### src/rtl/multicycle_control.sv
// Multi-cycle main control FSM: sequences fetch/decode/execute/memory/writeback
// and feeds the ALU control decoder with a mode and a funct-or-opcode selector.
module multicycle_control #(
  parameter int OPW = 6
) (
  input  logic           clk,
  input  logic           rst_n,
  input  logic [OPW-1:0] opcode,
  input  logic [OPW-1:0] funct,
  input  logic           zero,
  input  logic           mem_ready,
  output logic [1:0]     alu_op,
  output logic [OPW-1:0] alu_sel,
  output logic           pc_write,
  output logic           pc_write_cond,
  output logic           ir_write,
  output logic           mem_read,
  output logic           mem_write,
  output logic           i_or_d,
  output logic           reg_write,
  output logic           reg_dst,
  output logic           mem_to_reg,
  output logic           alu_src_a,
  output logic [1:0]     alu_src_b,
  output logic [1:0]     pc_source,
  output logic           illegal,
  output logic [3:0]     state_o
);

  typedef enum logic [3:0] {
    FETCH    = 4'd0,
    DECODE   = 4'd1,
    EXEC_R   = 4'd2,
    EXEC_I   = 4'd3,
    MEM_ADDR = 4'd4,
    MEM_RD   = 4'd5,
    MEM_WB   = 4'd6,
    MEM_WR   = 4'd7,
    ALU_WB   = 4'd8,
    BRANCH   = 4'd9,
    JUMP     = 4'd10,
    TRAP     = 4'd11
  } state_t;

  localparam logic [OPW-1:0] OP_RTYPE = 6'b000000;
  localparam logic [OPW-1:0] OP_ADDI  = 6'b001000;
  localparam logic [OPW-1:0] OP_SLTI  = 6'b001010;
  localparam logic [OPW-1:0] OP_ANDI  = 6'b001100;
  localparam logic [OPW-1:0] OP_ORI   = 6'b001101;
  localparam logic [OPW-1:0] OP_XORI  = 6'b001110;
  localparam logic [OPW-1:0] OP_LW    = 6'b100011;
  localparam logic [OPW-1:0] OP_SW    = 6'b101011;
  localparam logic [OPW-1:0] OP_BEQ   = 6'b000100;
  localparam logic [OPW-1:0] OP_J     = 6'b000010;
  localparam logic [OPW-1:0] FN_SUB   = 6'b100010;

  state_t         state, state_nxt;
  logic [OPW-1:0] op_q;
  logic [OPW-1:0] fn_q;

  function automatic logic funct_legal(input logic [OPW-1:0] f);
    case (f)
      6'b100000, 6'b100010, 6'b100100,
      6'b100101, 6'b100110, 6'b101010: funct_legal = 1'b1;
      default:                         funct_legal = 1'b0;
    endcase
  endfunction

  function automatic logic is_itype(input logic [OPW-1:0] op);
    case (op)
      OP_ADDI, OP_SLTI, OP_ANDI, OP_ORI, OP_XORI: is_itype = 1'b1;
      default:                                    is_itype = 1'b0;
    endcase
  endfunction

  always_ff @(posedge clk or negedge rst_n) begin
    if (!rst_n) begin
      state   <= FETCH;
      illegal <= 1'b0;
    end else begin
      state <= state_nxt;
      if (state_nxt == TRAP) illegal <= 1'b1;
    end
  end

  // Snapshot of IR fields taken in DECODE; later states decode from this copy.
  always_ff @(posedge clk) begin
    if (state == DECODE) begin
      op_q <= opcode;
      fn_q <= funct;
    end
  end

  always_comb begin
    state_nxt     = state;
    alu_op        = 2'b00;
    alu_sel       = '0;
    pc_write      = 1'b0;
    pc_write_cond = 1'b0;
    ir_write      = 1'b0;
    mem_read      = 1'b0;
    mem_write     = 1'b0;
    i_or_d        = 1'b0;
    reg_write     = 1'b0;
    reg_dst       = 1'b0;
    mem_to_reg    = 1'b0;
    alu_src_a     = 1'b0;
    alu_src_b     = 2'b00;
    pc_source     = 2'b00;
    case (state)
      FETCH: begin
        mem_read  = 1'b1;
        alu_src_b = 2'b01;
        // Gated by rst_n so no write strobe appears while reset is held.
        ir_write  = mem_ready & rst_n;
        pc_write  = mem_ready & rst_n;
        if (mem_ready) state_nxt = DECODE;
      end
      DECODE: begin
        alu_src_b = 2'b11;
        if (opcode == OP_RTYPE)                    state_nxt = EXEC_R;
        else if (is_itype(opcode))                 state_nxt = EXEC_I;
        else if (opcode == OP_LW || opcode == OP_SW) state_nxt = MEM_ADDR;
        else if (opcode == OP_BEQ)                 state_nxt = BRANCH;
        else if (opcode == OP_J)                   state_nxt = JUMP;
        else                                       state_nxt = TRAP;
      end
      EXEC_R: begin
        alu_src_a = 1'b1;
        alu_op    = 2'b10;
        alu_sel   = fn_q;
        state_nxt = funct_legal(fn_q) ? ALU_WB : TRAP;
      end
      EXEC_I: begin
        alu_src_a = 1'b1;
        alu_src_b = 2'b10;
        if (op_q == OP_SLTI) begin
          alu_op = 2'b01;
        end else if (op_q != OP_ADDI) begin
          alu_op  = 2'b11;
          alu_sel = op_q;
        end
        state_nxt = ALU_WB;
      end
      ALU_WB: begin
        reg_write = 1'b1;
        reg_dst   = (op_q == OP_RTYPE);
        state_nxt = FETCH;
      end
      MEM_ADDR: begin
        alu_src_a = 1'b1;
        alu_src_b = 2'b10;
        state_nxt = (op_q == OP_LW) ? MEM_RD : MEM_WR;
      end
      MEM_RD: begin
        mem_read = 1'b1;
        i_or_d   = 1'b1;
        if (mem_ready) state_nxt = MEM_WB;
      end
      MEM_WB: begin
        reg_write  = 1'b1;
        mem_to_reg = 1'b1;
        state_nxt  = FETCH;
      end
      MEM_WR: begin
        mem_write = 1'b1;
        i_or_d    = 1'b1;
        if (mem_ready) state_nxt = FETCH;
      end
      BRANCH: begin
        alu_src_a     = 1'b1;
        alu_op        = 2'b10;
        alu_sel       = FN_SUB;
        pc_write_cond = 1'b1;
        pc_source     = 2'b01;
        state_nxt     = FETCH;
      end
      JUMP: begin
        pc_write  = 1'b1;
        pc_source = 2'b10;
        state_nxt = FETCH;
      end
      TRAP:    state_nxt = TRAP;
      default: state_nxt = FETCH;
    endcase
  end

  assign state_o = state;

endmodule

### config.mk
export PLATFORM = sky130hd
export DESIGN_NAME = multicycle_control
export DESIGN_NICKNAME = d
export VERILOG_FILES = /design/src/rtl/multicycle_control.sv
export SDC_FILE = /design/constraint.sdc
export NUM_CORES = 1
export LEC_CHECK = 0
export BUFFER_PORTS_ARGS = -buffer_cell sky130_fd_sc_hd__buf_4
export CAP_MARGIN = 15
export CORE_MARGIN = 2
export CORE_UTILIZATION = 35
export CTS_BUF_LIST = sky130_fd_sc_hd__clkbuf_4
export DETAILED_ROUTE_END_ITERATION = 8
export GPL_ROUTABILITY_DRIVEN = 0
export SLEW_MARGIN = 20
export SYNTH_ARGS = -nofsm -noshare
export SYNTH_HDL_FRONTEND = slang
export SYNTH_SLANG_ARGS = --single-unit
### constraint.sdc
create_clock -name clk -period 2.3 [get_ports clk]
set_input_delay 0.23 -clock clk [delete_from_list [all_inputs] [get_ports clk]]
set_output_delay 0.23 -clock clk [all_outputs]
set_load 0.03 [all_outputs]
==> impl_metrics.env <==
export IMPL_antenna_found_initial=0
export IMPL_yosysWarnings=0
export IMPL_setup_tns_ns=0
export IMPL_routedWlPerCell_um=13.4
export IMPL_ant_nets=0
export IMPL_worstPathMaxFanout=4
export IMPL_setup_viol=0
export IMPL_area_delta_synth_final_pct=33.7
export IMPL_clkLatencyLatePin_ns=0.30
export IMPL_crit_arrival_ns=1.90
export IMPL_numCtsBuffers=3
export IMPL_cp_cell_sequence="nor4_1 > nand2_1 > a31oi_1 > o21ai_0 > buf_4"
export IMPL_grt_max_degree=17
export IMPL_synth_edff_count=12
export IMPL_drv_cap=0
export IMPL_min_path_type="input pin to flop"
export IMPL_min_period_ns=2.13
export IMPL_instances_no_fill=201
export IMPL_cts_root_buf="clkbuf_4"
export IMPL_drive_above_1_share=0.344
export IMPL_ys_types=42
export IMPL_rows=20
export IMPL_cts_tree="built"
export IMPL_num_vias=1015
export IMPL_yosysTopAreaCell="edfxtp_1"
export IMPL_fmax_mhz=470
export IMPL_powerDensity_mw_per_mm2=355
export IMPL_maxSlewHeadroom=0.594
export IMPL_crit_path_top_delay_cell="nor4_1"
export IMPL_synth_nets=131
export IMPL_nNetsFinal=174
export IMPL_synthFlopType="edfxtp_1"
export IMPL_viasPerCell=5.05
export IMPL_die_w_um=60.2
export IMPL_grt_setup_unrepaired="false"
export IMPL_cp_start_kind="flop"
export IMPL_cts_resized=0
export IMPL_synth_async_reset_ratio=0.294
export IMPL_synth_top_area_share=0.326
export IMPL_grt_first_pass_wirelength_mm=4.22
export IMPL_endpoint_kind="output port"
export IMPL_die_area_mm2=0.00363
export IMPL_drc=0
export IMPL_grt_use_total=0.161
export IMPL_cp_required_ns=2.07
export IMPL_ir_drop_v=0.000377
export IMPL_hold_viol=0
export IMPL_clockBufferDepth=2
export IMPL_drt_iter0_markers=62
export IMPL_yosysSeqAreaShare=0.439
export IMPL_drv_slew=0
export IMPL_tightestPinTransition_ns=0.603
export IMPL_finalCritPeriodShare=0.925
export IMPL_cts_setup_buffers=0
export IMPL_synth_common_cells="nor2_1 (16), edfxtp_1 (12), mux2i_1 (6), nand2b_1 (6)"
export IMPL_clock_skew_ns=0.00552
export IMPL_worstPathBufferInverterCount=1
export IMPL_critical_path_top_delay_family="simple AND/OR/NAND/NOR gates"
export IMPL_outcome="completed"
export IMPL_ios=43
export IMPL_grt_pass1_vias=917
export IMPL_core_mm2=0.00303
export IMPL_syn_area_mm2=0.00111
export IMPL_cts_sinks=17
export IMPL_port_buffers=41
export IMPL_synth_area_leaders="edfxtp_1 (33%), dfrtp_1 (11%), mux2i_1 (5.4%)"
export IMPL_initial_core_util=0.365
export IMPL_antenna_cells=0
export IMPL_holdBufCountCts=1
export IMPL_postSynthCellCount=115
export IMPL_n_fill_cell=306
export IMPL_synth_seq_cells=17
export IMPL_ctsHtreeMaxLevel=1
export IMPL_max_stage_delay_ns=0.58
export IMPL_clkTransAtPathRegs_ns=0.10
export IMPL_firstDrtPassIters=6
export IMPL_hpwlAfterDp_mm=2.04
export IMPL_die_h_um=60.2
export IMPL_yosysMostFrequentCell="nor2_1"
export IMPL_wl_mm=2.70
export IMPL_worstSetupPathType="flop to output port"
export IMPL_dp_cells=196
export IMPL_overflow=0
export IMPL_p_leak_nw=0.649
export IMPL_avgSynthCellArea_um2=9.62
[kinds of logic (layout without fill, tap and decap cells)]
kind of cell | after synthesis | in the layout | synth area share
muxes | 6 | 6 | 0.0543
and+or+nand+nor | 59 | 59 | 0.299
xor gates and xnor gates | 1 | 1 | 0.00792
DFF | 17 | 17 | 0.439
buffers and inverters | 11 | 53 | 0.0633
AOI/OAI and AO/OA | 21 | 21 | 0.137
[cell usage in the layout, fill, tap and decap left out, drive strengths merged, types with 2 or more instances in the layout]
cell type,Yosys,layout
a21oi,5,5
nor4,3,3
buf,6,44
dfrtp,5,5
nand3b,2,2
mux2i,6,6
o21ai,5,5
nor2,17,17
or3,4,4
inv,4,4
o211ai,2,2
nand2b,6,6
nand3,3,3
nor3,4,4
and3,2,2
nor2b,4,4
clkbuf,1,3
nand2,5,5
edfxtp,12,12
[metal layers]
| layer | global-route usage | share of wire |
|---|---|---|
| met5 | 0 | 0 |
| met1 | 0.215 | 0.46 |
| met4 | 0.108 | 0.031 |
| met2 | 0.252 | 0.48 |
| met3 | 0.00649 | 0.035 |
[final timing paths]
| check | start | end | slack, ns | cells past startpoint |
|---|---|---|---|---|
| worst max-delay path | op_q[0]$_DFFE_PP_ | alu_sel[1] | 0.17 | 5 |
| worst min-delay path | funct[0] | fn_q[0]$_DFFE_PP_ | 0.1 | 1 |
| worst max register to register | state_o[2]$_DFF_PN0_ | illegal$_DFFE_PN0N_ | 0.52 | 5 |
| worst min register to register | illegal$_DFFE_PN0N_ | illegal$_DFFE_PN0N_ | 0.50 | 1 |
| max in group asynchronous | rst_n | illegal$_DFFE_PN0N_ | 1.92 | 2 |
| min in group asynchronous | rst_n | state_o[1]$_DFF_PN0_ | 0.27 | 2 |
[metrics by stage]
step                hold slack, ns  utilization  power [mW]  setup slack, ns  area [um2]
floorplan                  -0.0656            -       0.340           0.0939        1110
global placement            0.0335        0.476       0.365            0.575        1440
detailed placement          0.0390        0.476       0.367            0.519        1440
CTS                         0.0919        0.488       0.525            0.185        1480
global route                0.0885        0.488       0.537           0.0512        1480
finish                      0.0974        0.488       0.524            0.171        1480
[where the power goes]
group	switching (mW)	internal (mW)	total, mW
clock	0.0986	0.0649	0.164
sequential	0	0.328	0.328
combinational	0.0134	0.0195	0.0329
total	0.112	0.412	0.524
[sequential cells by signal, indices dropped and copies added (netlist names)]
| name | count |
|---|---|
| fn_q | 6 |
| illegal | 1 |
| op_q | 6 |
| state_o | 4 |
[cell type report]
type	count	area [um2]	area share
flip-flops and latches	17	485	0.328
well taps	44	55.1	0.0372
clock buffers	3	22.5	0.0152
multi-input cells	87	556	0.376
repair buffers	45	340	0.230
inverters	4	15.0	0.0102
clock inverters	1	5.00	0.00338
[worst reg2reg max path, cell delays in order, from the launching register on]
cell      delay [ns]
dfrtp_1         0.73
nand2b_1        0.25
o21ai_0         0.11
a32oi_1         0.22
o211ai_1        0.15
a31o_1          0.20
Note: power is estimated with default switching activity, not from simulation.
